==> src/rtl/sprite_draw_if.sv <==
// Command/pixel bundle between the game FSM, the sprite draw engine and the
// VGA adapter plot port.
interface sprite_draw_if;
    logic       req;
    logic       item;
    logic       erase;
    logic [2:0] position;
    logic       busy;
    logic       done;
    logic [7:0] x;
    logic [6:0] y;
    logic [2:0] colour;
    logic       plot;

    modport master (
        output req, item, erase, position,
        input  busy, done, x, y, colour, plot
    );

    modport slave (
        input  req, item, erase, position,
        output busy, done, x, y, colour, plot
    );
endinterface

==> src/rtl/sprite_draw_engine.sv <==
// Sprite draw engine: accepts a draw/erase command for a press or garbage
// sprite and rasterises a filled square, one pixel per clock, onto the
// 160x120 plot port. All outputs are registered.
module sprite_draw_engine #(
    parameter int          PRESS_SIZE   = 36,
    parameter int          GARB_SIZE    = 20,
    parameter int          LANE_PITCH   = 40,
    parameter int          PRESS_XOFF   = 2,
    parameter int          GARB_XOFF    = 10,
    parameter int          PRESS_Y      = 10,
    parameter int          GARB_Y       = 90,
    parameter logic [2:0]  PRESS_COLOUR = 3'b111,
    parameter logic [2:0]  GARB_COLOUR  = 3'b010
) (
    input  logic          CLOCK_50,
    input  logic          reset_n,
    sprite_draw_if.slave  bus
);

    typedef enum logic [1:0] {
        IDLE = 2'd0,
        DRAW = 2'd1,
        DONE = 2'd2
    } state_t;

    localparam logic [8:0] PITCH_C  = 9'(LANE_PITCH);
    localparam logic [8:0] PXOFF_C  = 9'(PRESS_XOFF);
    localparam logic [8:0] GXOFF_C  = 9'(GARB_XOFF);
    localparam logic [7:0] PY_C     = 8'(PRESS_Y);
    localparam logic [7:0] GY_C     = 8'(GARB_Y);
    localparam logic [5:0] PSIZE_C  = 6'(PRESS_SIZE);
    localparam logic [5:0] GSIZE_C  = 6'(GARB_SIZE);

    state_t     state_r, state_s;
    logic [5:0] col_r, col_s, row_r, row_s, n_r, n_s;
    logic [8:0] ox_r, ox_s;
    logic [7:0] oy_r, oy_s;
    logic [2:0] fill_r, fill_s;
    logic       busy_r, busy_s, done_r, done_s, plot_r, plot_s;
    logic [7:0] x_r, x_s;
    logic [6:0] y_r, y_s;
    logic [2:0] colour_r, colour_s;

    logic [1:0] lane_s;
    logic       valid_s;
    logic [8:0] acc_ox_s;
    logic [7:0] acc_oy_s;
    logic [5:0] acc_n_s;
    logic [2:0] acc_fill_s;
    logic       pix_en_s;
    logic [8:0] px_s;
    logic [7:0] py_s;

    // Decode the live command inputs into lane, origin, size and fill colour.
    always_comb begin
        lane_s  = 2'd0;
        valid_s = 1'b0;
        if (bus.position <= 3'd3) begin
            lane_s  = bus.position[1:0];
            valid_s = 1'b1;
        end else if (bus.item && (bus.position <= 3'd5)) begin
            // Press phases 4 and 5 swing back towards the left lanes.
            lane_s  = 2'(3'd6 - bus.position);
            valid_s = 1'b1;
        end else begin
            lane_s  = 2'd0;
            valid_s = 1'b0;
        end
        acc_ox_s   = (9'(lane_s) * PITCH_C) + (bus.item ? PXOFF_C : GXOFF_C);
        acc_oy_s   = bus.item ? PY_C : GY_C;
        acc_n_s    = bus.item ? PSIZE_C : GSIZE_C;
        acc_fill_s = bus.erase ? 3'b000 : (bus.item ? PRESS_COLOUR : GARB_COLOUR);
    end

    // Next-state, raster counter and next-output logic.
    always_comb begin
        state_s  = state_r;
        col_s    = col_r;
        row_s    = row_r;
        n_s      = n_r;
        ox_s     = ox_r;
        oy_s     = oy_r;
        fill_s   = fill_r;
        busy_s   = busy_r;
        done_s   = 1'b0;
        pix_en_s = 1'b0;
        case (state_r)
            IDLE: begin
                busy_s = 1'b0;
                if (bus.req) begin
                    ox_s   = acc_ox_s;
                    oy_s   = acc_oy_s;
                    n_s    = acc_n_s;
                    fill_s = acc_fill_s;
                    col_s  = 6'd0;
                    row_s  = 6'd0;
                    busy_s = 1'b1;
                    if (valid_s) begin
                        state_s  = DRAW;
                        pix_en_s = 1'b1;
                    end else begin
                        // Nothing to draw: report completion straight away.
                        state_s = DONE;
                        done_s  = 1'b1;
                    end
                end else begin
                    state_s = IDLE;
                end
            end
            DRAW: begin
                busy_s = 1'b1;
                if ((col_r == n_r - 6'd1) && (row_r == n_r - 6'd1)) begin
                    state_s = DONE;
                    done_s  = 1'b1;
                end else begin
                    pix_en_s = 1'b1;
                    if (col_r == n_r - 6'd1) begin
                        col_s = 6'd0;
                        row_s = row_r + 6'd1;
                    end else begin
                        col_s = col_r + 6'd1;
                    end
                end
            end
            DONE: begin
                state_s = IDLE;
                busy_s  = 1'b0;
            end
            default: begin
                state_s = IDLE;
                busy_s  = 1'b0;
            end
        endcase

        // Pixel for the coming cycle; off-screen pixels still take their slot.
        px_s   = ox_s + {3'b000, col_s};
        py_s   = oy_s + {2'b00, row_s};
        plot_s = pix_en_s && (px_s <= 9'd159) && (py_s <= 8'd119);
        if (pix_en_s) begin
            x_s      = px_s[7:0];
            y_s      = py_s[6:0];
            colour_s = fill_s;
        end else begin
            x_s      = x_r;
            y_s      = y_r;
            colour_s = colour_r;
        end
    end

    // State and registered-output update with synchronous active-low reset.
    always_ff @(posedge CLOCK_50) begin
        if (!reset_n) begin
            state_r  <= IDLE;
            col_r    <= 6'd0;
            row_r    <= 6'd0;
            n_r      <= 6'd0;
            ox_r     <= 9'd0;
            oy_r     <= 8'd0;
            fill_r   <= 3'b000;
            busy_r   <= 1'b0;
            done_r   <= 1'b0;
            plot_r   <= 1'b0;
            x_r      <= 8'd0;
            y_r      <= 7'd0;
            colour_r <= 3'b000;
        end else begin
            state_r  <= state_s;
            col_r    <= col_s;
            row_r    <= row_s;
            n_r      <= n_s;
            ox_r     <= ox_s;
            oy_r     <= oy_s;
            fill_r   <= fill_s;
            busy_r   <= busy_s;
            done_r   <= done_s;
            plot_r   <= plot_s;
            x_r      <= x_s;
            y_r      <= y_s;
            colour_r <= colour_s;
        end
    end

    assign bus.busy   = busy_r;
    assign bus.done   = done_r;
    assign bus.plot   = plot_r;
    assign bus.x      = x_r;
    assign bus.y      = y_r;
    assign bus.colour = colour_r;

endmodule
==> src/flat_wrapper.sv <==
// flat-port wrapper written by rule: the top's interface ports become plain ports
module sprite_draw_engine_flat 
#(
    parameter int          PRESS_SIZE   = 36,
    parameter int          GARB_SIZE    = 20,
    parameter int          LANE_PITCH   = 40,
    parameter int          PRESS_XOFF   = 2,
    parameter int          GARB_XOFF    = 10,
    parameter int          PRESS_Y      = 10,
    parameter int          GARB_Y       = 90,
    parameter logic [2:0]  PRESS_COLOUR = 3'b111,
    parameter logic [2:0]  GARB_COLOUR  = 3'b010
)
  (CLOCK_50, reset_n, bus_req, bus_item, bus_erase, bus_position, bus_busy, bus_done, bus_x, bus_y, bus_colour, bus_plot);
  sprite_draw_if bus_i ();
  input  logic CLOCK_50;
  input  logic reset_n;
  input wire logic [$bits(bus_i.req)-1:0] bus_req;
  input wire logic [$bits(bus_i.item)-1:0] bus_item;
  input wire logic [$bits(bus_i.erase)-1:0] bus_erase;
  input wire logic [$bits(bus_i.position)-1:0] bus_position;
  output wire logic [$bits(bus_i.busy)-1:0] bus_busy;
  output wire logic [$bits(bus_i.done)-1:0] bus_done;
  output wire logic [$bits(bus_i.x)-1:0] bus_x;
  output wire logic [$bits(bus_i.y)-1:0] bus_y;
  output wire logic [$bits(bus_i.colour)-1:0] bus_colour;
  output wire logic [$bits(bus_i.plot)-1:0] bus_plot;
  assign bus_i.req = bus_req;
  assign bus_i.item = bus_item;
  assign bus_i.erase = bus_erase;
  assign bus_i.position = bus_position;
  assign bus_busy = bus_i.busy;
  assign bus_done = bus_i.done;
  assign bus_x = bus_i.x;
  assign bus_y = bus_i.y;
  assign bus_colour = bus_i.colour;
  assign bus_plot = bus_i.plot;
  sprite_draw_engine #(.PRESS_SIZE(PRESS_SIZE), .GARB_SIZE(GARB_SIZE), .LANE_PITCH(LANE_PITCH), .PRESS_XOFF(PRESS_XOFF), .GARB_XOFF(GARB_XOFF), .PRESS_Y(PRESS_Y), .GARB_Y(GARB_Y), .PRESS_COLOUR(PRESS_COLOUR), .GARB_COLOUR(GARB_COLOUR)) u_core (.CLOCK_50(CLOCK_50), .reset_n(reset_n), .bus(bus_i));
endmodule
==> config.mk <==
export PLATFORM = sky130hd
export DESIGN_NAME = sprite_draw_engine_flat
export DESIGN_NICKNAME = d
export VERILOG_FILES = /design/src/rtl/sprite_draw_if.sv /design/src/rtl/sprite_draw_engine.sv /design/src/flat_wrapper.sv
export SDC_FILE = /design/constraint.sdc
export NUM_CORES = 1
export LEC_CHECK = 0
export BUFFER_PORTS_ARGS = -buffer_cell sky130_fd_sc_hd__buf_2
export CORE_MARGIN = 2
export CORE_UTILIZATION = 60
export CTS_BUF_LIST = sky130_fd_sc_hd__clkbuf_4
export DETAILED_ROUTE_END_ITERATION = 8
export HOLD_SLACK_MARGIN = 0.15
export PLACE_DENSITY = 0.92
export SLEW_MARGIN = 20
export SYNTH_ARGS = -nofsm -noshare
export SYNTH_HDL_FRONTEND = slang
export SYNTH_SLANG_ARGS = --single-unit
==> constraint.sdc <==
create_clock -name CLOCK_50 -period 4.3 [get_ports CLOCK_50]
set_input_delay 0.43 -clock CLOCK_50 [delete_from_list [all_inputs] [get_ports CLOCK_50]]
set_output_delay 0.43 -clock CLOCK_50 [all_outputs]
set_load 0.05 [all_outputs]
Word level (Yosys, flattened, before mapping)

Cells that the tools add are included.

Eq/ne operators: 4
Add/sub/neg operators: 7
Reductions and logical operators: 6
Order comparisons: 4
Multiplexer cells: 37
Multiply operators: 1

Operators by type and width:

| cell                                                | number |
|---|---|
| two-way mux 6 bit                                   | 7 |
| case mux 6 bit (2 select lines)                     | 2 |
| two-way mux 9 bit                                   | 2 |
| two-way mux 8 bit                                   | 2 |
| adder 6 x 1 -> 6 bit, second input constant         | 2 |
| == test 6 bit                                       | 2 |
| two-way mux 3 bit                                   | 4 |
| two-way mux 2 bit                                   | 5 |
| adder 8 x 9 -> 9 bit                                | 1 |
| adder 9 x 6 -> 9 bit                                | 1 |
| <= comparator 9 x 8 -> 1 bit, second input constant | 1 |
| two-way mux 1 bit                                   | 9 |
| adder 8 x 6 -> 8 bit                                | 1 |
| <= comparator 8 x 7 -> 1 bit, second input constant | 1 |
| two-way mux 7 bit                                   | 1 |
| case mux 1 bit (2 select lines)                     | 3 |
| subtractor 6 x 1 -> 6 bit, second input constant    | 1 |
| multiplier 2 x 3 -> 5 bit, second input constant    | 1 |
| logical AND 1 bit                                   | 4 |
| two-way mux 4 bit                                   | 1 |
| case mux 2 bit (2 select lines)                     | 1 |
| <= comparator 3 x 2 -> 1 bit, second input constant | 1 |
| <= comparator 3 bit, second input constant          | 1 |
| == test 2 x 1 -> 1 bit, second input constant       | 1 |
| 4 further kinds                                     | 4 |

Output and inout bits: 21
Input port bits: 8
Flip-flop bits (word level): 61
Word-level logic and storage cells: 72

Depth between registers and ports, before layout

Gate-level depths: netlist (run 1).

Depth after elaboration: 12
Depth in mapped cells: 17
Gate-level depth less buffers: 17

Worst setup path before layout (run 1)

OpenSTA, ideal clock, no wires.

Path type: flip-flop to flip-flop
Start point: register u_core.n_r[2]
End point: register u_core.plot_r (netlist: u_core.bus.plot)
Setup slack: 0.648 ns
Stages on the path, launching flop included: 16
Path buffers: 0
Arrival: 3.564 ns
Required time: 4.212 ns
Library setup time: 0.088 ns
Clock period less this slack: 3.652 ns
Cells stage by stage: dfxtp_1 inv_1 ha_1 xor2_1 o2111ai_1 a22oi_2 nor3_1 mux2_2 ha_1 fa_1 a211oi_1 o21bai_1 a21oi_1 xnor2_1 and4b_1 nor4_2

RTL lines:

| element                                                       | RTL line                                             | source |
|---|---|---|
| start: declaration                                            | sprite_draw_engine.sv:35                             | `logic [5:0] col_r, col_s, row_r, row_s, n_r, n_s;` |
| start signal: assignment                                      | sprite_draw_engine.sv:170                            | `n_r <= n_s;` |
| subtractor 6 x 1 -> 6 bit *                                   | sprite_draw_engine.sv:112, sprite_draw_engine.sv:117 |  |
| == test 6 bit (on tied branches)                              | sprite_draw_engine.sv:112, sprite_draw_engine.sv:117 |  |
| two-way mux 6 bit / logical AND 1 bit (equally long branches) | sprite_draw_engine.sv:117, sprite_draw_engine.sv:112 |  |
| two-way mux 6 bit *                                           | sprite_draw_engine.sv:112                            | `if ((col_r == n_r - 6'd1) && (row_r == n_r - 6'd1)) begin` |
| case mux 6 bit (2 select lines) *                             | sprite_draw_engine.sv:87                             | `case (state_r)` |
| via u_core.row_s[0]                                           | sprite_draw_engine.sv:35                             |  |
| adder 8 x 6 -> 8 bit *                                        | sprite_draw_engine.sv:137                            | `py_s = oy_s + {2'b00, row_s};` |
| <= comparator 8 x 7 -> 1 bit *                                | sprite_draw_engine.sv:138                            | `plot_s = pix_en_s && (px_s <= 9'd159) && (py_s <= 8'd119);` |
| logical AND 1 bit *                                           | sprite_draw_engine.sv:138                            |  |
| end signal: assignment                                        | sprite_draw_engine.sv:176                            | `plot_r <= plot_s;` |
| end: declaration                                              | sprite_draw_engine.sv:39                             | `logic busy_r, busy_s, done_r, done_s, plot_r, plot_s;` |

Mark *: on every way through the listed nets, which the timed path passes. The rest lies on a longest branch.
A chain may end at the register's enable or synchronous reset.

Final worst setup path (run 1)

Same ends and word-level chain as after synthesis.

==> summary.txt, run 1 <==
Synthesis
  – Post-synth EDFFs: 0
  – Largest family of logic cells by synthesized area: compound AO/OA/AOI/OAI gates
  – Most frequent cells after synthesis: dfxtp_1 (58), nor2_1 (43), and2_1 (28), a21oi_1 (26), nand2_1 (21)
  – Count leader, synth: dfxtp_1
  – Synth Flop Type: dfxtp_1
  – Post-Synth Adder-Cell Area: 8.123%
  – Sequential area share after synthesis: about 34%
  – Post-synth cell types: 66
  – Mapped cell area: approximately 0.0034 mm^2
  – Top-area cell type share of the netlist area: 33.96%
  – XOR/XNOR Fraction of Synth Area: 4.720%
  – Synth area leader: dfxtp_1
  – Post-synthesis net count: between 400 and 500
  – #FFs+latches synth: 58
  – Avg Inst Size Synth: 8.975 um^2
  – Yosys warning total: 0
  – Ys async rst share: 0%
  – Syn Inst Count: 381
  – Compound-gate portion of the synthesized area: 22.76%
  – Post-synthesis mux area share: under 10%
  – Synth area leaders: dfxtp_1 (34%), ha_1 (7.0%), and2_1 (5.1%)
  – Simple-gate share of the synthesized area: 21.88%

Min path
  – Hold Path Depth: 3
  – Hold Crit Start: bus_item
  – Hold/Removal Path Class: input port to register
  – Hold EP: u_core.n_r[5]

Global route
  – Vias in the first global route: around 3000
  – Largest net degree at the start of global routing: 34
  – GRT overflow: 0
  – Antenna violations before repair: 0
  – First-pass GRT wire length: 13.66 mm
  – Total Routing Usage GR: 27.55%

Power
  – Pleak: 1.676 nW
  – Power, Total: 0.001524 W
  – PwrDens: 392.7 mW/mm^2
  – VDD IR max: 373.0 uV

Detailed routing
  – Metal2 WL: roughly 4.1 mm
  – Detailed-route via count: 3098
  – Drt via density: ~6.3
  – DR top layer: met4
  – Drt total wl: around 8.4 mm
  – Final routed DRC violation total: 0
  – Initial DRC Count: 331
  – WL met1: 3.393 mm
  – Avg WL per Cell: 17.20 um
  – Pre-Repair DR Iteration Count: 7
  – DR WL met3: ~650 um
  – ANT nets after route: 0

CTS
  – CTS buffer count: 9
  – Clk root buf: clkbuf_4
  – Clock sinks: 58
  – CTS HTree Levels: 3
  – Clock slew at reported path FFs: 0.10 ns
  – Worst-skew pair later-pin latency: 0.41 ns
  – CTS tree: done
  – Count of hold-fix buffers inserted at cts: 0
  – Bufs on Longest Clock Path: 2

Finish
  – Non-filler instance count after layout: 489
  – Ant diodes: 0
  – Design area: a little under 0.004 mm^2
  – Layout cells sized above 1: about a fifth
  – Nets: 441
  – Area Growth Syn to Fin: 13.50%
  – Final Core Density: 70.48%
  – Fillers: 379

Floorplanning
  – Die height: 79.50 um
  – Die ar.: 0.006319 mm^2
  – I/O pin count: 29
  – Starting Density: 62.10%
  – Core region area: between 0.005 and 0.006 mm^2
  – Die width: 79.50 um
  – Cell Rows: 27

Timing
  – Slew @ Worst Pin: 0.9816 ns
  – Fmax: 240.3 MHz
  – Minimum clock period: 4.162 ns
  – Slew margin rel.: 34.31%
  – Final Hold Vio Count: 0
  – Max Slew Vio Count: 0
  – Clock skew: roughly 0.011 ns
  – Period utilisation layout: 96.79%
  – Final Worst Setup Slack: 0.1379 ns
  – Number of setup violations in the final report: 0

Setup path
  – Worst Path Required: around 4.6 ns
  – Critical path startpoint category: register
  – Setup CP Type: register to register
  – Crit Path Max Fanout: 6
  – RR Startpoint: u_core.n_r[2]
  – WP data arrival: 4.48 ns
  – Reg2Reg Depth: 15
  – Worst R2R Setup Slack: 0.14 ns
  – RR Endpoint: u_core.bus.plot
  – Crit. End Element: register

Place
  – Dpl hpwl: approximately 5.6 mm
  – Port bufs: 28
  – Dpl ws: 0.2270 ns
  – Placed Instances: 471
  – Post-DP Area: 0.003608 mm^2
  – GP Congestion: 0.9172

Job
  – Max_cap viols: 0

Outcome
  – Status: completed
## where the power goes
group          total, W  leakage, nW  internal [W]  switching [W]
Combinational  0.000312         1.08      0.000104       0.000208
Clock          0.000630        0.121      0.000425       0.000205
Sequential     0.000582        0.473      0.000567      0.0000156
## worst max path at each step
| stage | end | from | slack (ns) | cells after the start |
|---|---|---|---|---|
| final | u_core.bus.plot | u_core.n_r[2] | 0.14 | 15 |
| after global routing | u_core.bus.plot | u_core.n_r[2] | -0.14 | 15 |
| after CTS | u_core.bus.plot | u_core.n_r[2] | 0.14 | 15 |
| after detailed placement | u_core.bus.plot | u_core.n_r[2] | 0.23 | 15 |
| after global placement | u_core.bus.plot | u_core.n_r[2] | 0.47 | 17 |
| after floorplan | u_core.bus.plot | u_core.n_r[2] | 0.65 | 15 |
## metrics by stage
step           hold slack [ns]  TNS, ns
2_1_floorplan           0.4336        0
3_3_place_gp            0.4510        0
3_5_place_dp            0.4579        0
4_1_cts                 0.3499        0
5_1_grt                 0.3536  -0.1423
6_report                0.3598        0
## what timing repair did
item | in CTS | in global routing
gates resized for setup | 0 | 5
buffers inserted | 0 | 2
endpoints found under the setup margin | 0 | 1
## critical path, cell delays in order (launching register included)
cell	delay, ns
dfxtp_1	0.38
inv_1	0.07
ha_1	0.37
xor2_2	0.23
o2111ai_1	0.19
a22oi_2	0.33
nor3_1	0.11
mux2_2	0.30
ha_1	0.23
fa_1	0.50
a211oi_1	0.29
o21bai_1	0.15
a21oi_2	0.18
xnor2_1	0.18
and4b_1	0.26
nor4_2	0.28
## cell families after synthesis
family,after synthesis
flops,58
buf+inv,29
xor+xnor,16
fa+ha+maj,21
simple gates,141
compound gates,100
mux,16
## cells in the final DEF (no fill, tap or decap), types with 3 or more instances in the layout
cell type,instances
a21oi_1,24
o2111ai_1,4
a31oi_1,4
a211oi_2,9
nand2_1,21
buf_4,7
nand3_1,8
a211oi_1,5
and2_1,28
clkbuf_4,11
dfxtp_1,58
xnor2_1,12
nor3_1,6
inv_1,13
a22o_1,3
buf_2,28
mux2i_1,15
a21o_1,4
ha_1,18
o211ai_1,7
nor2_1,43
nand2b_1,7
and3_1,6
o21ai_0,9
o21bai_1,3
bufinv_16,5
nor2b_1,3
## state kept, by name, summed over array words and instances, names as in the netlist
name	cells
u_core.ox_r	9
u_core.bus.x	8
u_core.oy_r	8
u_core.bus.y	7
u_core.col_r	6
u_core.row_r	6
u_core.bus.colour	3
u_core.fill_r	3
u_core.n_r	3
u_core.state_r	2
u_core.bus.busy	1
u_core.bus.done	1
u_core.bus.plot	1
## layer usage
metal  track usage, %  vias up
met4            11.72        0
met2            46.64      168
met3            7.127       36
li1                 -     1443
met5                0        -
met1            32.93     1451
## area by class of cell
cell class / count / area, um^2 / area share [%]
multi-input cells: 294 / 2152 / 55.45
repair buffers: 35 / 192.7 / 4.965
clock inverters: 5 / 150.1 / 3.868
flip-flops and latches: 58 / 1161 / 29.92
inverters: 14 / 52.55 / 1.354
well taps: 72 / 90.09 / 2.321
clock buffers: 11 / 82.58 / 2.128
Power figures use the tool's default switching activity.
==> inputs of run 2 (changes only) <==
MAX_ROUTING_LAYER = met4   (was not set)
==> run 2 against run 1 <==
  * Setup slack gained 0.095 ns
  * First-iteration DRC count shrank 11%
  * Design area shrank 3.1%
  * Sequential share of layout area grew 0.97 points
  * Count of clock-buffer cells in the layout shrank 2
  * Clock skew fell by 0.0034 ns
  * Combinational power fell by 2%
  * Final cell count fell by 0.61%
  * Critical path depth unchanged
  * Critical path type unchanged
==> summary.txt, run 2 (synthesis results as in run 1) <==
Detailed routing
  – Drt total wl: 7.984 mm (was 8.409 mm)
  – Drt via density: 6.132 (was 6.335)
  – Avg WL per Cell: 16.43 um (was 17.20 um)
  – Pre-Repair DR Iteration Count: 5 (was 7)
  – Final routed DRC violation total: 0 (unchanged)
  – ANT nets after route: 0 (unchanged)
  – Initial DRC Count: 294 (was 331)
  – Detailed-route via count: 2980 (was 3098)

Power
  – VDD IR max: 315.4 uV (was 373.0 uV)
  – PwrDens: 337.0 mW/mm^2 (was 392.7 mW/mm^2)
  – Seq pwr share: 46.0% (was 38.2%)
  – Internal: 0.0008363 W (was 0.001096 W)
  – Net Switching: 0.0004308 W (was 0.0004288 W)
  – Switching Fraction: 34.00% (was 28.13%)
  – Pleak: 1.609 nW (was 1.676 nW)
  – Clock Power Share: 29.9% (was 41.3%)
  – Comb power frac: 24.2% (was 20.5%)

Finish
  – Biggest register: u_core.ox_r (unchanged)
  – Highest-count cells in the layout ignoring fill and taps: dfxtp_1 (58), nor2_1 (43), and2_1 (28), buf_2 (28), a21oi_1 (24) (unchanged)
  – Most common cell after layout, fill and taps aside: dfxtp_1 (unchanged)
  – Non-filler instance count after layout: 486 (was 489)
  – Ant diodes: 0 (unchanged)
  – Max reg flops: 9 (unchanged)
  – Area Growth Syn to Fin: 9.953% (was 13.50%)
  – Layout cells sized above 1: 18.12% (was 18.94%)
  – Nets: 439 (was 441)

Min path
  – Hold Crit Start: bus_item (unchanged)
  – Hold Path Depth: 3 (unchanged)
  – Hold/Removal Path Class: input port to register (unchanged)
  – Hold EP: u_core.n_r[5] (unchanged)

Floorplanning
  – Core region area: 0.005507 mm^2 (unchanged)
  – Cell Rows: 27 (unchanged)
  – Die height: 79.50 um (unchanged)
  – Starting Density: 62.10% (unchanged)
  – I/O pin count: 29 (unchanged)
  – Die width: 79.50 um (unchanged)
  – Die ar.: 0.006319 mm^2 (unchanged)

Setup path
  – Crit Path Max Fanout: 7 (was 6)
  – Worst Path Required: 4.64 ns (was 4.62 ns)
  – RR Endpoint: u_core.bus.plot (unchanged)
  – WP data arrival: 4.40 ns (was 4.48 ns)
  – Reg2Reg Depth: 15 (unchanged)
  – Worst R2R Setup Slack: 0.23 ns (was 0.14 ns)
  – Crit. Startpoint: u_core.n_r[2] (unchanged)
  – Setup CP Type: register to register (unchanged)
  – Crit. End Element: register (unchanged)
  – Critical path startpoint category: register (unchanged)
  – RR Startpoint: u_core.n_r[2] (unchanged)

Place
  – Dpl ws: 0.1998 ns (was 0.2270 ns)
  – GP Congestion: 0.9144 (was 0.9172)
  – Placed Instances: 471 (unchanged)
  – Port bufs: 28 (unchanged)
  – Dpl hpwl: 5.622 mm (was 5.640 mm)

Timing
  – Worst hold slack: 0.3338 ns (was 0.3598 ns)
  – Clock skew: 0.007687 ns (was 0.01105 ns)
  – Slew @ Worst Pin: 0.9478 ns (was 0.9816 ns)
  – Number of setup violations in the final report: 0 (unchanged)
  – Final Hold Vio Count: 0 (unchanged)
  – Period utilisation layout: 94.59% (was 96.79%)
  – Slew margin rel.: 36.58% (was 34.31%)
  – Max Slew Vio Count: 0 (unchanged)
  – Setup tns final: 0 ns (unchanged)
  – RSZ-0062 raised after global routing: false
  – Minimum clock period: 4.067 ns (was 4.162 ns)
  – Fmax: 245.9 MHz (was 240.3 MHz)
  – Final Worst Setup Slack: 0.2328 ns (was 0.1379 ns)

CTS
  – Clock slew at reported path FFs: 0.10 ns (about the same)
  – Bufs on Longest Clock Path: 2 (unchanged)
  – Clk root buf: clkbuf_4 (unchanged)
  – Worst-skew pair later-pin latency: 0.42 ns (was 0.41 ns)
  – Clock sinks: 58 (unchanged)
  – CTS HTree Levels: 3 (unchanged)
  – Count of hold-fix buffers inserted at cts: 0 (unchanged)
  – CTS buffer count: 9 (unchanged)
  – Postcts setup bufs: 0 (unchanged)
  – CTS tree: done (unchanged)

Outcome
  – Status: completed (unchanged)

Global route
  – Antenna violations before repair: 0 (unchanged)
  – Largest net degree at the start of global routing: 34 (unchanged)
  – Vias in the first global route: 2907 (was 2987)
  – First-pass GRT wire length: 13.34 mm (was 13.66 mm)
  – Total Routing Usage GR: 27.96% (was 27.55%)
  – GRT overflow: 0 (unchanged)

Job
  – Max_cap viols: 0 (unchanged)
[run 2: stage by stage]
stage | power [W] | area [um^2] | utilization [%]
6_report | 0.001267 | 3760 | 68.28
5_1_grt | 0.001315 | 3760 | 68.28
4_1_cts | 0.001262 | 3735 | 67.83
3_5_place_dp | 0.0008900 | 3608 | 65.53
3_3_place_gp | 0.0008781 | 3608 | 65.53
2_1_floorplan | 0.0008276 | 3420 | -
[run 2: per-layer routing]
metal,global-route usage [%],vias to the layer above,share of wire (%)
met5,-,-,0
met1,32.40,1388,42
li1,-,1434,-
met3,6.335,25,7.2
met4,14.14,0,2.2
met2,45.55,133,48
[run 2: final cells by class]
type / instances / area, um^2
Multi-Input combinational cell: 294 / 2152
Clock buffer: 9 / 67.56
Clock inverter: 6 / 58.81
Tap cell: 72 / 90.09
Inverter: 14 / 52.55
Fill cell: 370 / 1747
Sequential cell: 58 / 1161
Timing Repair Buffer: 33 / 177.7
[run 2: how the worst max path moves through the flow]
stage / end / slack, ns
6_report: u_core.bus.plot / 0.23
3_5_place_dp: u_core.bus.plot / 0.20
2_1_floorplan: u_core.bus.plot / 0.65
5_1_grt: u_core.bus.plot / 0.003
3_3_place_gp: u_core.bus.plot / 0.47
4_1_cts: u_core.bus.plot / 0.18
[run 2: repair_timing]
| action | CTS | global route |
|---|---|---|
| hold endpoints to repair | 0 | 0 |
| gates resized for setup | 0 | 5 |
| setup endpoints to repair | 0 | 2 |
[run 2: critical path, cell delays in order (launching register included)]
cell and delay (ns):
dfxtp_1 0.38, inv_1 0.07, ha_1 0.37, xor2_2 0.22, o2111ai_1 0.18, a22oi_2 0.36, nor3_1 0.10, mux2_2 0.29
ha_1 0.23, fa_1 0.48, a211oi_1 0.24, o21bai_1 0.10, a21oi_1 0.22, xnor2_1 0.19, and4b_1 0.26, nor4_2 0.27
[run 2: power groups by stage]
stage,sequential [W],combinational [W],clock (W)
global route,0.000585,0.000330,0.000400
CTS,0.000582,0.000298,0.000382
finish,0.000582,0.000306,0.000379
global placement,0.000592,0.000286,0
floorplan,0.000649,0.000178,0
detailed placement,0.000594,0.000296,0
